## config.mk

```make
export PLATFORM = sky130hd
export DESIGN_NAME = bht_port_scheduler_flat
export DESIGN_NICKNAME = d
export VERILOG_FILES = /design/src/rtl/bht_port_scheduler_pkg.sv /design/src/rtl/bht_port_scheduler_if.sv /design/src/rtl/bht_update_fifo.sv /design/src/rtl/bht_port_scheduler.sv /design/src/flat_wrapper.sv
export SDC_FILE = /design/constraint.sdc
export NUM_CORES = 1
export LEC_CHECK = 0
export BUFFER_PORTS_ARGS = -buffer_cell sky130_fd_sc_hd__buf_2
export CAP_MARGIN = 20
export CELL_PAD_IN_SITES_DETAIL_PLACEMENT = 0
export CELL_PAD_IN_SITES_GLOBAL_PLACEMENT = 1
export CORE_ASPECT_RATIO = 0.6
export CORE_UTILIZATION = 40
export DETAILED_ROUTE_END_ITERATION = 8
export GPL_TIMING_DRIVEN = 1
export PLACE_DENSITY = 0.7
export SYNTH_ARGS = -nofsm -noshare
export SYNTH_HDL_FRONTEND = slang
export SYNTH_SLANG_ARGS = --single-unit
```

## constraint.sdc

```tcl
create_clock -name clk -period 2.1 [get_ports clk]
set_clock_uncertainty 0.05 [all_clocks]
set_input_delay 0.21 -clock clk [delete_from_list [all_inputs] [get_ports clk]]
set_output_delay 0.21 -clock clk [all_outputs]
set_load 0.03 [all_outputs]
```

## src/rtl/bht_port_scheduler_pkg.sv

```systemverilog
// rtl/bht_port_scheduler_pkg.sv - shared constants and FSM encoding for the BHT port scheduler
// Purpose: default parameter values and scheduler state encoding.
// Ports:   none (package).
package bht_port_scheduler_pkg;

   localparam int DEF_PC_W       = 4;
   localparam int DEF_FIFO_DEPTH = 4;
   localparam int DEF_AGE_MAX    = 8;

   typedef enum logic {
      ST_NORMAL = 1'b0,
      ST_FORCE  = 1'b1
   } sched_state_t;

endpackage

```

## src/rtl/bht_port_scheduler_if.sv

```systemverilog
// rtl/bht_port_scheduler_if.sv - fetch/execute/table signal bundle for the BHT port scheduler
// Purpose: groups the lookup, update and table-port signals.
// Ports:   master = fetch/execute/table side, slave = scheduler side.
//          lookup_req/pc -> lookup_stall/valid/pred; upd_valid/pc/taken -> upd_ready;
//          tbl_en/taken/pc -> table, tbl_pred <- table.
interface bht_port_scheduler_if
   import bht_port_scheduler_pkg::*;
#(
   parameter int PC_W = DEF_PC_W
);

   logic            lookup_req;
   logic [PC_W-1:0] lookup_pc;
   logic            lookup_stall;
   logic            lookup_valid;
   logic            lookup_pred;

   logic            upd_valid;
   logic [PC_W-1:0] upd_pc;
   logic            upd_taken;
   logic            upd_ready;

   logic            tbl_en;
   logic            tbl_taken;
   logic [PC_W-1:0] tbl_pc;
   logic            tbl_pred;

   modport master (
      output lookup_req, lookup_pc,
      input  lookup_stall, lookup_valid, lookup_pred,
      output upd_valid, upd_pc, upd_taken,
      input  upd_ready,
      input  tbl_en, tbl_taken, tbl_pc,
      output tbl_pred
   );

   modport slave (
      input  lookup_req, lookup_pc,
      output lookup_stall, lookup_valid, lookup_pred,
      input  upd_valid, upd_pc, upd_taken,
      output upd_ready,
      output tbl_en, tbl_taken, tbl_pc,
      input  tbl_pred
   );

endinterface

```

## src/rtl/bht_update_fifo.sv

```systemverilog
// rtl/bht_update_fifo.sv - synchronous FIFO buffering resolved branch outcomes
// Purpose: stores {pc, taken} entries until the scheduler issues them to the table.
// Ports:   clk, rst (sync, active-high); push/push_data in; pop in;
//          head (oldest entry), count (0..DEPTH), full, empty out.
module bht_update_fifo #(
   parameter int   WIDTH = 5,
   parameter int   DEPTH = 4,
   localparam int  PTR_W = $clog2(DEPTH),
   localparam int  CNT_W = PTR_W + 1
) (
   input  logic             clk,
   input  logic             rst,
   input  logic             push,
   input  logic [WIDTH-1:0] push_data,
   input  logic             pop,
   output logic [WIDTH-1:0] head,
   output logic [CNT_W-1:0] count,
   output logic             full,
   output logic             empty
);

   logic [WIDTH-1:0] mem [DEPTH];
   logic [PTR_W-1:0] wr_ptr;
   logic [PTR_W-1:0] rd_ptr;
   logic             do_push;
   logic             do_pop;

   assign full  = (count == CNT_W'(DEPTH));
   assign empty = (count == '0);

   // A full FIFO refuses a push even when it pops in the same cycle.
   assign do_push = push && !full;
   assign do_pop  = pop && !empty;

   // The head is read from storage only, so an empty FIFO never forwards its input.
   assign head = mem[rd_ptr];

   always_ff @(posedge clk) begin
      if (do_push) begin
         mem[wr_ptr] <= push_data;
      end
   end

   // DEPTH is a power of two, so the pointers wrap naturally.
   always_ff @(posedge clk) begin
      if (rst) begin
         wr_ptr <= '0;
         rd_ptr <= '0;
         count  <= '0;
      end else begin
         if (do_push) begin
            wr_ptr <= wr_ptr + PTR_W'(1);
         end
         if (do_pop) begin
            rd_ptr <= rd_ptr + PTR_W'(1);
         end
         case ({do_push, do_pop})
            2'b10:   count <= count + CNT_W'(1);
            2'b01:   count <= count - CNT_W'(1);
            default: count <= count;
         endcase
      end
   end

endmodule

```

## src/rtl/bht_port_scheduler.sv

```systemverilog
// rtl/bht_port_scheduler.sv - arbitrates the shared BHT index/update port
// Purpose: grants the single table port to fetch lookups, drains buffered
//          execute updates in idle cycles, and forces a stalled drain when the
//          update FIFO fills or its head waits AGE_MAX cycles.
// Ports:   clk, rst (sync, active-high); bus (slave modport):
//          lookup_req/pc in, lookup_stall (comb), lookup_valid/pred (reg) out;
//          upd_valid/pc/taken in, upd_ready out; tbl_en/taken/pc out, tbl_pred in.
module bht_port_scheduler
   import bht_port_scheduler_pkg::*;
#(
   parameter int PC_W       = DEF_PC_W,
   parameter int FIFO_DEPTH = DEF_FIFO_DEPTH,
   parameter int AGE_MAX    = DEF_AGE_MAX
) (
   input  logic                  clk,
   input  logic                  rst,
   bht_port_scheduler_if.slave   bus
);

   localparam int CNT_W = $clog2(FIFO_DEPTH) + 1;
   localparam int AGE_W = $clog2(AGE_MAX + 1);

   sched_state_t     state;
   sched_state_t     state_next;

   logic [PC_W:0]    head;
   logic [PC_W-1:0]  head_pc;
   logic             head_taken;
   logic [CNT_W-1:0] count;
   logic             full;
   logic             empty;
   logic             push;
   logic             pop;
   logic             grant;
   logic             force_cond;
   logic [AGE_W-1:0] age;

   assign push          = bus.upd_valid && !full;
   assign bus.upd_ready = !full;
   assign head_pc       = head[PC_W:1];
   assign head_taken    = head[0];

   bht_update_fifo #(
      .WIDTH (PC_W + 1),
      .DEPTH (FIFO_DEPTH)
   ) u_fifo (
      .clk       (clk),
      .rst       (rst),
      .push      (push),
      .push_data ({bus.upd_pc, bus.upd_taken}),
      .pop       (pop),
      .head      (head),
      .count     (count),
      .full      (full),
      .empty     (empty)
   );

   // Judged on registered count/age; the state change lands next cycle.
   assign force_cond = full || ((age == AGE_W'(AGE_MAX)) && !empty);

   always_ff @(posedge clk) begin
      if (rst) begin
         state <= ST_NORMAL;
      end else begin
         state <= state_next;
      end
   end

   always_comb begin
      state_next       = state;
      pop              = 1'b0;
      grant            = 1'b0;
      bus.tbl_en       = 1'b0;
      bus.tbl_taken    = 1'b0;
      bus.tbl_pc       = '0;
      bus.lookup_stall = 1'b0;

      // While reset is asserted the port stays quiet so queued updates never
      // reach the table and no lookup is granted.
      if (!rst) begin
         if (state == ST_FORCE) begin
            bus.lookup_stall = bus.lookup_req;
            pop              = !empty;
         end else if (bus.lookup_req) begin
            grant      = 1'b1;
            bus.tbl_pc = bus.lookup_pc;
         end else begin
            pop = !empty;
         end
      end

      if (pop) begin
         bus.tbl_en    = 1'b1;
         bus.tbl_pc    = head_pc;
         bus.tbl_taken = head_taken;
      end

      case (state)
         ST_NORMAL: begin
            if (force_cond) begin
               state_next = ST_FORCE;
            end
         end
         ST_FORCE: begin
            // Leave once this cycle's pop empties the FIFO (no refill push).
            if (pop && (count == CNT_W'(1)) && !push) begin
               state_next = ST_NORMAL;
            end
         end
         default: state_next = ST_NORMAL;
      endcase
   end

   // Head age: how long the oldest entry has waited without being issued.
   always_ff @(posedge clk) begin
      if (rst) begin
         age <= '0;
      end else if (pop || empty) begin
         age <= '0;
      end else if (age != AGE_W'(AGE_MAX)) begin
         age <= age + AGE_W'(1);
      end
   end

   always_ff @(posedge clk) begin
      if (rst) begin
         bus.lookup_valid <= 1'b0;
         bus.lookup_pred  <= 1'b0;
      end else begin
         bus.lookup_valid <= grant;
         if (grant) begin
            bus.lookup_pred <= bus.tbl_pred;
         end
      end
   end

endmodule

```

## src/flat_wrapper.sv

```systemverilog
// flat-port wrapper written by rule: the top's interface ports become plain ports
module bht_port_scheduler_flat import bht_port_scheduler_pkg::*;
#(
   parameter int PC_W       = DEF_PC_W,
   parameter int FIFO_DEPTH = DEF_FIFO_DEPTH,
   parameter int AGE_MAX    = DEF_AGE_MAX
)
  (clk, rst, bus_lookup_req, bus_lookup_pc, bus_lookup_stall, bus_lookup_valid, bus_lookup_pred, bus_upd_valid, bus_upd_pc, bus_upd_taken, bus_upd_ready, bus_tbl_en, bus_tbl_taken, bus_tbl_pc, bus_tbl_pred);
  bht_port_scheduler_if #(.PC_W(PC_W)) bus_i ();
  input  logic clk;
  input  logic rst;
  input wire logic [$bits(bus_i.lookup_req)-1:0] bus_lookup_req;
  input wire logic [$bits(bus_i.lookup_pc)-1:0] bus_lookup_pc;
  output wire logic [$bits(bus_i.lookup_stall)-1:0] bus_lookup_stall;
  output wire logic [$bits(bus_i.lookup_valid)-1:0] bus_lookup_valid;
  output wire logic [$bits(bus_i.lookup_pred)-1:0] bus_lookup_pred;
  input wire logic [$bits(bus_i.upd_valid)-1:0] bus_upd_valid;
  input wire logic [$bits(bus_i.upd_pc)-1:0] bus_upd_pc;
  input wire logic [$bits(bus_i.upd_taken)-1:0] bus_upd_taken;
  output wire logic [$bits(bus_i.upd_ready)-1:0] bus_upd_ready;
  output wire logic [$bits(bus_i.tbl_en)-1:0] bus_tbl_en;
  output wire logic [$bits(bus_i.tbl_taken)-1:0] bus_tbl_taken;
  output wire logic [$bits(bus_i.tbl_pc)-1:0] bus_tbl_pc;
  input wire logic [$bits(bus_i.tbl_pred)-1:0] bus_tbl_pred;
  assign bus_i.lookup_req = bus_lookup_req;
  assign bus_i.lookup_pc = bus_lookup_pc;
  assign bus_lookup_stall = bus_i.lookup_stall;
  assign bus_lookup_valid = bus_i.lookup_valid;
  assign bus_lookup_pred = bus_i.lookup_pred;
  assign bus_i.upd_valid = bus_upd_valid;
  assign bus_i.upd_pc = bus_upd_pc;
  assign bus_i.upd_taken = bus_upd_taken;
  assign bus_upd_ready = bus_i.upd_ready;
  assign bus_tbl_en = bus_i.tbl_en;
  assign bus_tbl_taken = bus_i.tbl_taken;
  assign bus_tbl_pc = bus_i.tbl_pc;
  assign bus_i.tbl_pred = bus_tbl_pred;
  bht_port_scheduler #(.PC_W(PC_W), .FIFO_DEPTH(FIFO_DEPTH), .AGE_MAX(AGE_MAX)) u_core (.clk(clk), .rst(rst), .bus(bus_i));
endmodule
```

# Yosys cells after proc, flatten, opt, wreduce, memory -nomap -nowiden
# Memory sizes are Yosys's and may differ from the RTL's. A register that Yosys moved wholly into a read port is not among the register bits.
# Cells that the tools add are included.
# word_totals
latchBits	0
ram_bits	20
out_inout_bits	10
romBits	0
elab_cells	56
memories	1
ff_bits	14
# op_classes
n_reduce_logical	14
mul	0
muxes	22
n_div	0
n_shift	0
bitwise	1
n_eq_ne	6
order_cmp	0
addsub	5
# mem_list
memory	depth	word_bits	read_ports	rd_clocked_by_memory_dff	wr	line	text
u_core.u_fifo.mem	4	5	1	1	1	bht_update_fifo.sv:22	logic [WIDTH-1:0] mem [DEPTH];
# ops
cell	n
4-bit two-way mux	4
1-bit two-way mux	14
1-bit logical AND	6
3-bit one-hot mux with 2 select lines	1
2-bit by 1-bit adder with 2-bit output (second input constant)	2
4-bit by 1-bit adder with 4-bit output (second input constant)	1
4-bit equality test (second input constant)	1
2-bit two-way mux	2
4-bit inequality test (second input constant)	1
3-bit by 1-bit adder with 3-bit output (second input constant)	1
3-bit by 1-bit equality test with 1-bit output (second input constant)	1
3-bit equality test (second input constant)	1
1-bit logical NOT	3
3-bit logical NOT	1
3-bit by 1-bit subtractor with 3-bit output (second input constant)	1
2-bit by 1-bit equality test with 1-bit output (second input constant)	1
2-bit equality test (second input constant)	1
1-bit logical OR	2
1-bit one-hot mux with 2 select lines	1
2-bit nonzero test	1
2-bit OR reduction	1
1-bit NOT	1

# Depth between registers and ports, before layout
# Gate-level depths: netlist (run 1).
# depth
word_depth	9
mapped_depth	8

# By module
# From an unflattened synthesis (run 1), not the netlist that was laid out.
# hier_totals
cells_unflattened	123
area_unflattened_um2	1614.0
# modules_own_cells
mod	cells_per_inst	area_per_inst_um2	n_inst
bht_update_fifo	80	1193.6	1
bht_port_scheduler	43	420.4	1

# Worst setup path before layout (run 1)
# No wires, ideal clock.
# synth_timing
path_type	reg2reg
startpoint	register u_core.u_fifo.count[0]
endpoint	register u_core.u_fifo.count[2]
slack_ns	0.054
synth_period_minus_slack_ns	2.046
path_stages_with_launch	8
arrival_ns	1.925
n_path_buf	0
required_ns	1.979
path_cell_list	dfxtp_1 > inv_1 > ha_1 > a21boi_1 > inv_1 > ha_1 > or3_1 > a21oi_1
# synth_between
elab_chain_len	8
elab_cells_between_ends	16
classes_between	add/sub (2); eq/ne (3); mux (4); reduce/logical (7)
# synth_rtl
item	line	text
start, declared	bht_update_fifo.sv:17	output logic [CNT_W-1:0] count,
start signal, assigned	bht_update_fifo.sv:58	2'b10: count <= count + CNT_W'(1);
start signal, assigned	bht_update_fifo.sv:59	2'b01: count <= count - CNT_W'(1);
start signal, assigned	bht_update_fifo.sv:60	default: count <= count;
3-bit logical NOT	bht_update_fifo.sv:29	assign empty = (count == '0);
1-bit logical NOT	bht_update_fifo.sv:33, bht_port_scheduler.sv:83, bht_port_scheduler.sv:88	
1-bit two-way mux	bht_port_scheduler.sv:84	end else if (bus.lookup_req) begin
1-bit two-way mux	bht_port_scheduler.sv:81	if (state == ST_FORCE) begin
1-bit two-way mux	bht_port_scheduler.sv:80	if (!rst) begin
1-bit logical AND	bht_update_fifo.sv:33	assign do_pop = pop && !empty;
2-bit by 1-bit equality test with 1-bit output / 2-bit equality test (equally long branches)	bht_update_fifo.sv:57	case ({do_push, do_pop})
3-bit one-hot mux with 2 select lines / 2-bit nonzero test (equally long branches)	n/a	
# Parallel ways exist; a longest one is shown, timed or not.
# A chain may end at the register's enable or synchronous reset.

# Worst setup path in the final report (run 1)
# layout_timing
startpoint	register u_core.u_fifo.count[0]
endpoint	register u_core.u_fifo.count[2]
# layout_between
elab_chain_len	8
elab_cells_between_ends	16
classes_between	add/sub (2); eq/ne (3); mux (4); reduce/logical (7)
# layout_rtl
item	line	text
3-bit logical NOT (*)	bht_update_fifo.sv:29	
1-bit logical NOT (*)	bht_update_fifo.sv:33, bht_port_scheduler.sv:83, bht_port_scheduler.sv:88	
1-bit two-way mux	bht_port_scheduler.sv:84	
1-bit two-way mux	bht_port_scheduler.sv:81	
1-bit two-way mux	bht_port_scheduler.sv:80	
1-bit logical AND (*)	bht_update_fifo.sv:33	
via u_core.u_fifo.do_pop	bht_update_fifo.sv:26	logic do_pop;
2-bit by 1-bit equality test with 1-bit output / 2-bit equality test (equally long branches)	bht_update_fifo.sv:57	
3-bit one-hot mux with 2 select lines / 2-bit nonzero test (equally long branches)	n/a	
# Mark *: on every way through the listed nets, which the timed path passes. The rest lies on a longest branch.

==> metrics.txt, run 1 <==
status=finished with violations; failing checks=design-rule violations; Post-synth EDFFs=20; layout cells sized above 1=between 20% and 30%; synthesized cell area=between 1500 and 2000 µm²; Num CTS Buffers=5; post-DR vias/cell=between 5 and 6; 1st-pass router iterations=6; Cells after Synth=roughly 120; Initial Util=~43%; Syn Nets=between 100 and 150; fin crit share=between 90% and 100%; core region area=3765 µm²; #FFs+latches synth=36; Setup WS pre-CTS=0.07188 ns; first-pass GRT wire length=a little under 5000 µm; Die Wd=84.10 µm; PortBufs=23; Synth area leader=edfxtp_1; R2R Path End=u_core.u_fifo.count[2]; static leakage=about 0.00075 µW; post-route setup slack=between 0.1 and 0.15 ns; P per Cell Area=954.0 nW/µm²; synth warn=0; CTS clk-pin slew, worst paths=around 0.080 ns; Peak VDD IR=0.3691 mV; ant diodes=0; WHS Path Cells=3; Root Buffer Master=clkbuf_8; total gr overflow=0; Cell Count, Final, Fillers Out=~200; number of placement rows=17; Post-CTS Setup Inserts=0; IO Pins=24; WL/cell=15.72 µm; DRC Markers=2; vias in the first global route=943; Die Area=4311 µm²; Period minus WS final=between 1.5 and 2 ns; Hold Path Origin=bus_tbl_pred; Clock Latency Late Sink=0.29 ns; proportion of synthesized flip-flops having asynchronous set or reset=0%; unrepaired setup endpoints after global routing=no; CTS sink count=36; via count=1020; slew of the pin with the lowest slew margin=~0.54 ns; final setup vio count=0; Final Hold Viols=0; sequential area share after synthesis=between 50% and 60%; Arrival @ worst endpoint=between 2 and 2.5 ns; Primary FF master, synth=edfxtp_1; Avg Inst Size Synth=about 13 µm²; max-cap viol count=0; final WL=3160 µm; Distinct cells, synth=34; TritonCTS clock tree=yes; PostCTS Resize Cnt=6; final net count=between 150 and 200; crit start category=flop; worst relative slew slack=a little under two thirds; die extent in y=between 50 and 60 µm; Crit Path Class=reg2reg; placed cell count=between 150 and 200; Req. time, crit path=between 2 and 2.5 ns; max-slew violation count=0; Routed Antenna Nets=0; H-tree depth=2; Crit Path Max Fanout=6; Hold EP=u_core.bus.lookup_pred; Area Growth Syn to Fin=19.80%; HP Class=in2reg; post-synth top area share=between 30% and 40%; DP HPWL=about 2300 µm; Initial DRC Count=a little over 80; top cells by area, synth=edfxtp_1 37%, dfxtp_1 20%, ha_1 8.5%; cell count of the worst reg-to-reg path=7; RePlAce Congestion=roughly 0.8; r2r startpoint=u_core.u_fifo.count[0]; clk buf depth=2; initial antenna violation count=0; CTS Hold Bufs=0; r2r setup slk=0.11 ns; Total GRT Usage=roughly 16%; CP Capture Type=flop; Max Freq=between 500 and 600 MHz; maximum number of pins on one net before global-route repair=15
-- worst max-delay path, stage by stage (launching register included) --
cell and delay [ns]:
dfxtp_4 0.36, inv_1 0.08, ha_4 0.18, and2b_2 0.23, nor3_4 0.14, ha_1 0.32
or3_1 0.38, a21oi_1 0.17
-- report_power, final --
part	internal (µW)	leakage [µW]	switching, µW
clock	351	0.0000541	252
sequential	808	0.000315	45.6
combinational	170	0.000385	222
-- layout by cell type, fill, tap and decap left out, types with 3 or more instances in the layout --
master    count
a22o_1        4
nor2_1        7
mux2i_1       3
clkbuf_8      5
mux4_2        4
xor2_1        3
nand2b_1      3
edfxtp_1     20
inv_1         9
a21oi_1       6
buf_4         6
buf_2        18
and2_1        5
ha_1         10
nand2_1       6
dfxtp_1      14
-- how the worst max path moves through the flow --
stage               cells past startpoint                     end                   start
floorplan                               7  u_core.u_fifo.count[2]  u_core.u_fifo.count[0]
global placement                        7  u_core.u_fifo.count[2]  u_core.u_fifo.count[0]
detailed placement                      7  u_core.u_fifo.count[2]  u_core.u_fifo.count[0]
CTS                                     7           bus_tbl_pc[1]  u_core.u_fifo.count[0]
global route                            7  u_core.u_fifo.count[2]  u_core.u_fifo.count[1]
finish                                  7  u_core.u_fifo.count[2]  u_core.u_fifo.count[0]
-- state kept, by name, indices dropped and copies added (netlist names), named ones only --
register / flops
u_core.age: 4
u_core.bus.lookup_pred: 1
u_core.bus.lookup_valid: 1
u_core.state: 1
u_core.u_fifo.count: 3
u_core.u_fifo.mem: 20
u_core.u_fifo.rd_ptr: 2
u_core.u_fifo.wr_ptr: 2
-- Yosys cell counts, types with 2 or more instances --
master     n
ha_1      11
and2_1     5
nand4_1    2
a22o_1     4
o21ai_0    2
edfxtp_1  20
nand2b_1   3
a21oi_1    6
xor2_1     3
xnor2_1    2
nand2_1    6
nor3_1     2
nor2_1     7
dfxtp_1   16
mux2i_1    3
mux4_2     4
inv_1      9
nand3b_1   2
-- cells by family after synthesis --
| kind of cell | after synthesis | synth area share, % |
|---|---|---|
| adder cells (fa/ha/maj) | 11 | 8.507 |
| AO/OA/AOI/OAI | 17 | 7.116 |
| buffers and inverters | 11 | 3.016 |
| AND/OR/NAND/NOR | 35 | 12.68 |
| flip-flops | 36 | 56.92 |
| multiplexers | 8 | 9.049 |
| XOR/XNOR | 5 | 2.707 |
-- layout make-up --
class	count	area (µm²)
clock inverter	3	42.54
sequential	36	925.9
inverter	9	33.78
tap	47	58.81
clock buffer	5	68.82
fill	324	1827
multi-input combinational	76	661.9
timing repair buffer	25	146.4
-- routing by layer --
layer / track usage [%] / routed length [µm] / vias to the layer above / share of wire, %
met5: 0 / 0 / - / 0
met4: 6.897 / 49 / 0 / 1.6
met3: 5.654 / 146 / 7 / 4.6
met2: 21.31 / 1250 / 27 / 40
met1: 23.74 / 1713 / 481 / 54
li1: - / - / 505 / -
-- stage by stage --
step	util (%)	TNS, ns	power [µW]	area, µm²	hold WS (ns)
after floorplan	-	0	1122	1618	0.2589
after global placement	47.59	0	1217	1792	0.3761
after detailed placement	47.59	0	1223	1792	0.3969
after CTS	50.91	-0.0002209	1836	1917	0.09483
after global routing	51.48	0	1945	1938	0.08985
final	51.48	0	1849	1938	0.1031
No activity file was read; power rests on OpenSTA's default activity.
==> run 2, diff against run 1 <==
--- a/config.mk
+++ b/config.mk
@@ -10,10 +10,11 @@
 export CELL_PAD_IN_SITES_DETAIL_PLACEMENT = 0
 export CELL_PAD_IN_SITES_GLOBAL_PLACEMENT = 1
 export CORE_ASPECT_RATIO = 0.6
+export CORE_MARGIN = 5
 export CORE_UTILIZATION = 40
 export DETAILED_ROUTE_END_ITERATION = 8
 export GPL_TIMING_DRIVEN = 1
-export PLACE_DENSITY = 0.7
+export PLACE_DENSITY_LB_ADDON = 0.1
 export SYNTH_ARGS = -nofsm -noshare
 export SYNTH_HDL_FRONTEND = slang
 export SYNTH_SLANG_ARGS = --single-unit
==> metrics.txt, run 2 (synthesized netlist as in run 1, its figures left out) <==
status=finished clean; post-route setup slack=0.1213 ns; switching power=slightly above 500 µW; unrepaired setup endpoints after global routing=no; Period minus WS final=between 1.5 and 2 ns; Fillers=~360; Die Area=roughly 5500 µm²; HP Class=in2reg; core region area=about 3800 µm²; first-pass GRT wire length=a little under 5000 µm; r2r setup slk=0.15 ns; H-tree depth=2; Peak VDD IR=around 0.4 mV; Clock Latency Late Sink=~0.28 ns; 1st-pass router iterations=4; PortBufs=23; number of placement rows=17; WHS Path Cells=1; Max Freq=around 510 MHz; static leakage=between 0.0007 and 0.0008 µW; final WL=about 3200 µm; Req. time, crit path=approximately 1.8 ns; RePlAce Congestion=0.7351; Hold Path Origin=bus_upd_pc[0]; clk buf depth=2; Core Util, Final=roughly half; Hold EP=u_core.u_fifo.mem[2][1]; Total GRT Usage=about an eighth; Pint=around 1300 µW; die extent in y=about 60 µm; TritonCTS clock tree=yes; CTS sink count=36; P per Cell Area=~950 nW/µm²; commonest cells after routing, fill and taps aside=20 x edfxtp_1, 18 x buf_2, 13 x dfxtp_1; fin crit share=between 90% and 100%; Die Wd=between 90 and 100 µm; Crit Path Max Fanout=6; final setup vio count=0; vias in the first global route=1014; Root Buffer Master=clkbuf_8; post-DR vias/cell=roughly 5; Largest regs=u_core.u_fifo.mem: 20 flops, u_core.age: 4 flops, u_core.u_fifo.count: 3 flops; final net count=180; Arrival @ worst endpoint=~1.7 ns; Logic pwr share=between 20% and 30%; WL/cell=15.73 µm; ant diodes=0; r2r startpoint=u_core.u_fifo.count[1]; CTS clk-pin slew, worst paths=around 0.070 ns; Crit Path Class=reg2out; Largest register FFs=20; worst relative slew slack=approximately 70%; Initial DRC Count=43; initial antenna violation count=0; Clk pwr share=between 30% and 40%; Final Hold Viols=0; DP HPWL=about 2400 µm; sequential share of power=around 46%; DRC Markers=0; Num CTS Buffers=5; cell count of the worst reg-to-reg path=7; Setup WS pre-CTS=approximately 0.042 ns; total gr overflow=0; max-cap viol count=0; via count=approximately 1000; Initial Util=42.73%; CP Capture Type=output pin; layout cells sized above 1=between 30 and 40%; Setup TNS Final=0 ns; Routed Antenna Nets=0; max-slew violation count=0; IO Pins=24; Largest Register=u_core.u_fifo.mem; Area Growth Syn to Fin=20.57%; slew of the pin with the lowest slew margin=0.4689 ns; CTS Hold Bufs=0; most common cell after layout, fill and taps aside=edfxtp_1; maximum number of pins on one net before global-route repair=15; sw frac=between 20% and 30%; R2R Path End=u_core.u_fifo.count[2]; crit start category=flop
## run 2: changes by cell type in the layout (fill, tap and decap cells not counted), sizes merged
cell      delta
buf          +2
clkinv       +1
clkinvlp     -1
## run 2: area by class of cell
| cell class | count | area (µm²) | share of cell area (%) |
|---|---|---|---|
| clock buffers | 5 | 68.82 | 3.528 |
| clock inverters | 3 | 37.54 | 1.924 |
| inverters | 9 | 33.78 | 1.732 |
| multi-input cells | 76 | 661.9 | 33.93 |
| flip-flops and latches | 36 | 924.6 | 47.40 |
| well taps | 47 | 58.81 | 3.015 |
| repair buffers | 27 | 165.2 | 8.467 |
## run 2: routing by layer
metal / GRT usage [%] / part of all wire (%) / vias up
met2: 17.74 / 42 / 17
met3: 4.188 / 4.0 / 6
li1: - / - / 511
met4: 3.805 / 1.4 / 0
met5: 0 / 0 / -
met1: 16.96 / 53 / 505
## run 2: worst max-delay path: stages, from the launching register on
cell and delay [ns]:
dfxtp_2 0.34, inv_2 0.06, ha_4 0.18, and2b_2 0.23
nor3_4 0.20, buf_6 0.15, a22o_1 0.15, buf_6 0.14
## run 2: timing repair
item,CTS,global route
endpoints found under the setup margin,5,6
buffers inserted,0,2
endpoints found under the hold margin,0,0
pin swaps,0,2
gates resized for setup,10,5
## run 2: worst max path at each step
stage,startpoint,end,slack [ns],cells after the start
final,u_core.u_fifo.count[1],bus_tbl_pc[2],0.12,7
after global routing,u_core.u_fifo.count[1],bus_tbl_pc[2],0.03,7
after CTS,u_core.u_fifo.count[0],bus_tbl_pc[2],0.05,7
after detailed placement,u_core.u_fifo.count[0],u_core.u_fifo.count[2],0.04,7
after global placement,u_core.u_fifo.count[0],u_core.u_fifo.count[2],0.12,7
after floorplan,u_core.u_fifo.count[0],u_core.u_fifo.count[2],0.05,7
## run 2: power by group through the flow
stage               sequential, µW  clock, µW  combinational (µW)
global route                   861        625                 474
CTS                            855        592                 382
floorplan                      855          0                 267
global placement               864          0                 359
finish                         855        575                 426
detailed placement             869          0                 365
## run 2: stage by stage
stage / total power (µW) / cell area, µm² / hold WS, ns / instances
after detailed placement: 1233 / 1792 / 0.3781 / 193
after global placement: 1223 / 1792 / 0.3717 / 193
after floorplan: 1122 / 1618 / 0.2589 / 123
after CTS: 1829 / 1921 / 0.08558 / 201
final: 1857 / 1951 / 0.09531 / 203
after global routing: 1960 / 1951 / 0.08749 / 203
==> run 3, diff against run 2 <==
--- a/config.mk
+++ b/config.mk
@@ -10,11 +10,12 @@
 export CELL_PAD_IN_SITES_DETAIL_PLACEMENT = 0
 export CELL_PAD_IN_SITES_GLOBAL_PLACEMENT = 1
 export CORE_ASPECT_RATIO = 0.6
-export CORE_MARGIN = 5
+export CORE_MARGIN = 2
 export CORE_UTILIZATION = 40
 export DETAILED_ROUTE_END_ITERATION = 8
 export GPL_TIMING_DRIVEN = 1
 export PLACE_DENSITY_LB_ADDON = 0.1
+export RECOVER_POWER = 25
 export SYNTH_ARGS = -nofsm -noshare
 export SYNTH_HDL_FRONTEND = slang
 export SYNTH_SLANG_ARGS = --single-unit
==> metrics.txt, run 3 (synthesized netlist as in run 1, its figures left out) <==
DRC Markers=0; final setup vio count=0; HP Class=in2reg; layout cells sized above 1=a little over a quarter; max-slew violation count=0; Core Util, Final=50.91%; total gr overflow=0; Period minus WS final=approximately 2 ns; maximum number of pins on one net before global-route repair=15; commonest cells after routing, fill and taps aside=20 x edfxtp_1, 14 x dfxtp_1, 14 x buf_2; Crit Path Class=reg2out; placed cell areas=1792 µm²; post-DR vias/cell=5.064; most common cell after layout, fill and taps aside=edfxtp_1; CTS clk-pin slew, worst paths=roughly 0.07 ns; DP HPWL=2253 µm; RePlAce Congestion=approximately 0.77; IO Pins=24; Setup TNS Final=0 ns; clk buf depth=2; Routed Antenna Nets=0; post-route setup slack=0.1002 ns; fin crit share=95.23%; worst relative slew slack=approximately two thirds; slew of the pin with the lowest slew margin=approximately 0.49 ns; vias in the first global route=roughly 1000; Largest Register=u_core.u_fifo.mem; initial antenna violation count=0; core region area=between 3000 and 4000 µm²; max-cap viol count=0; unrepaired setup endpoints after global routing=no; PortBufs=23; Die Wd=roughly 86 µm; die extent in y=between 50 and 60 µm; via count=1023; Largest regs=u_core.u_fifo.mem: 20 flops, u_core.age: 4 flops, u_core.u_fifo.count: 3 flops; r2r setup slk=0.17 ns; Initial DRC Count=29; crit start category=flop; Arrival @ worst endpoint=1.74 ns; Setup WS pre-CTS=roughly 0.046 ns; H-tree depth=2; TritonCTS clock tree=yes; final net count=approximately 180; Peak VDD IR=around 0.46 mV; Total GRT Usage=14.84%; Die Area=4586 µm²; Largest register FFs=20; 1st-pass router iterations=4; Num CTS Buffers=5; Req. time, crit path=between 1.5 and 2 ns; Max Freq=roughly 500 MHz; CTS Hold Bufs=0; status=finished clean; CTS sink count=36; number of placement rows=17; first-pass GRT wire length=4795 µm; P per Cell Area=907.6 nW/µm²; static leakage=0.0007422 µW; Initial Util=a little over two fifths; final WL=a little under 3000 µm; design area=about 1900 µm²; WL/cell=about 15 µm; Area Growth Syn to Fin=18.48%; ant diodes=0; Fillers=341; Root Buffer Master=clkbuf_8; CP Capture Type=output pin; Final Hold Viols=0; Crit Path Max Fanout=6; Clock Latency Late Sink=about 0.29 ns
run 3: power breakdown:
part,internal [µW],total (µW),switching (µW)
clock network,231,485,255
registers,809,855,46.0
logic,180,400,219
total,1220,1740,520
run 3: worst max-delay path, stage by stage (launching register included):
cell	delay, ns
dfxtp_1	0.34
inv_1	0.10
ha_4	0.19
and2b_2	0.22
nor3_4	0.15
buf_6	0.15
a22o_1	0.14
buf_4	0.16
run 3: worst paths after layout:
kind                          startpoint                       to  cells after the start
setup / recovery  u_core.u_fifo.count[1]            bus_tbl_pc[3]                      7
hold / removal             bus_upd_pc[3]  u_core.u_fifo.mem[2][4]                      1
setup reg to reg  u_core.u_fifo.count[1]   u_core.u_fifo.count[2]                      7
hold reg to reg   u_core.bus.lookup_pred   u_core.bus.lookup_pred                      2
run 3: repair_timing:
item / 4_1_cts / 5_1_grt
hold endpoints to repair: 0 / 0
resized for setup: 8 / 4
endpoints found under the setup margin: 5 / 5
setup buffers: 0 / 1
run 3: metal layers:
| metal | GRT usage, % | share of wire (%) | routed length (µm) |
|---|---|---|---|
| met2 | 20.80 | 41 | 1223 |
| met4 | 7.143 | 1.9 | 57 |
| met1 | 20.10 | 52 | 1533 |
| met3 | 5.616 | 5.4 | 161 |
| met5 | 0 | 0 | 0 |
run 3: layout make-up:
type	instances	area (µm²)	share of cell area [%]
tap	47	58.81	3.068
timing repair buffer	26	148.9	7.768
multi-input combinational	76	661.9	34.53
clock inverter	3	18.77	0.9791
sequential	36	925.9	48.30
clock buffer	5	68.82	3.590
inverter	9	33.78	1.762
run 3: through the flow:
| step | hold WS, ns | power [µW] | instances |
|---|---|---|---|
| finish | 0.09391 | 1740 | 202 |
| global route | 0.1011 | 1840 | 202 |
| CTS | 0.07917 | 1725 | 201 |
| detailed placement | 0.3874 | 1227 | 193 |
| global placement | 0.3776 | 1220 | 193 |
| floorplan | 0.2589 | 1122 | 123 |
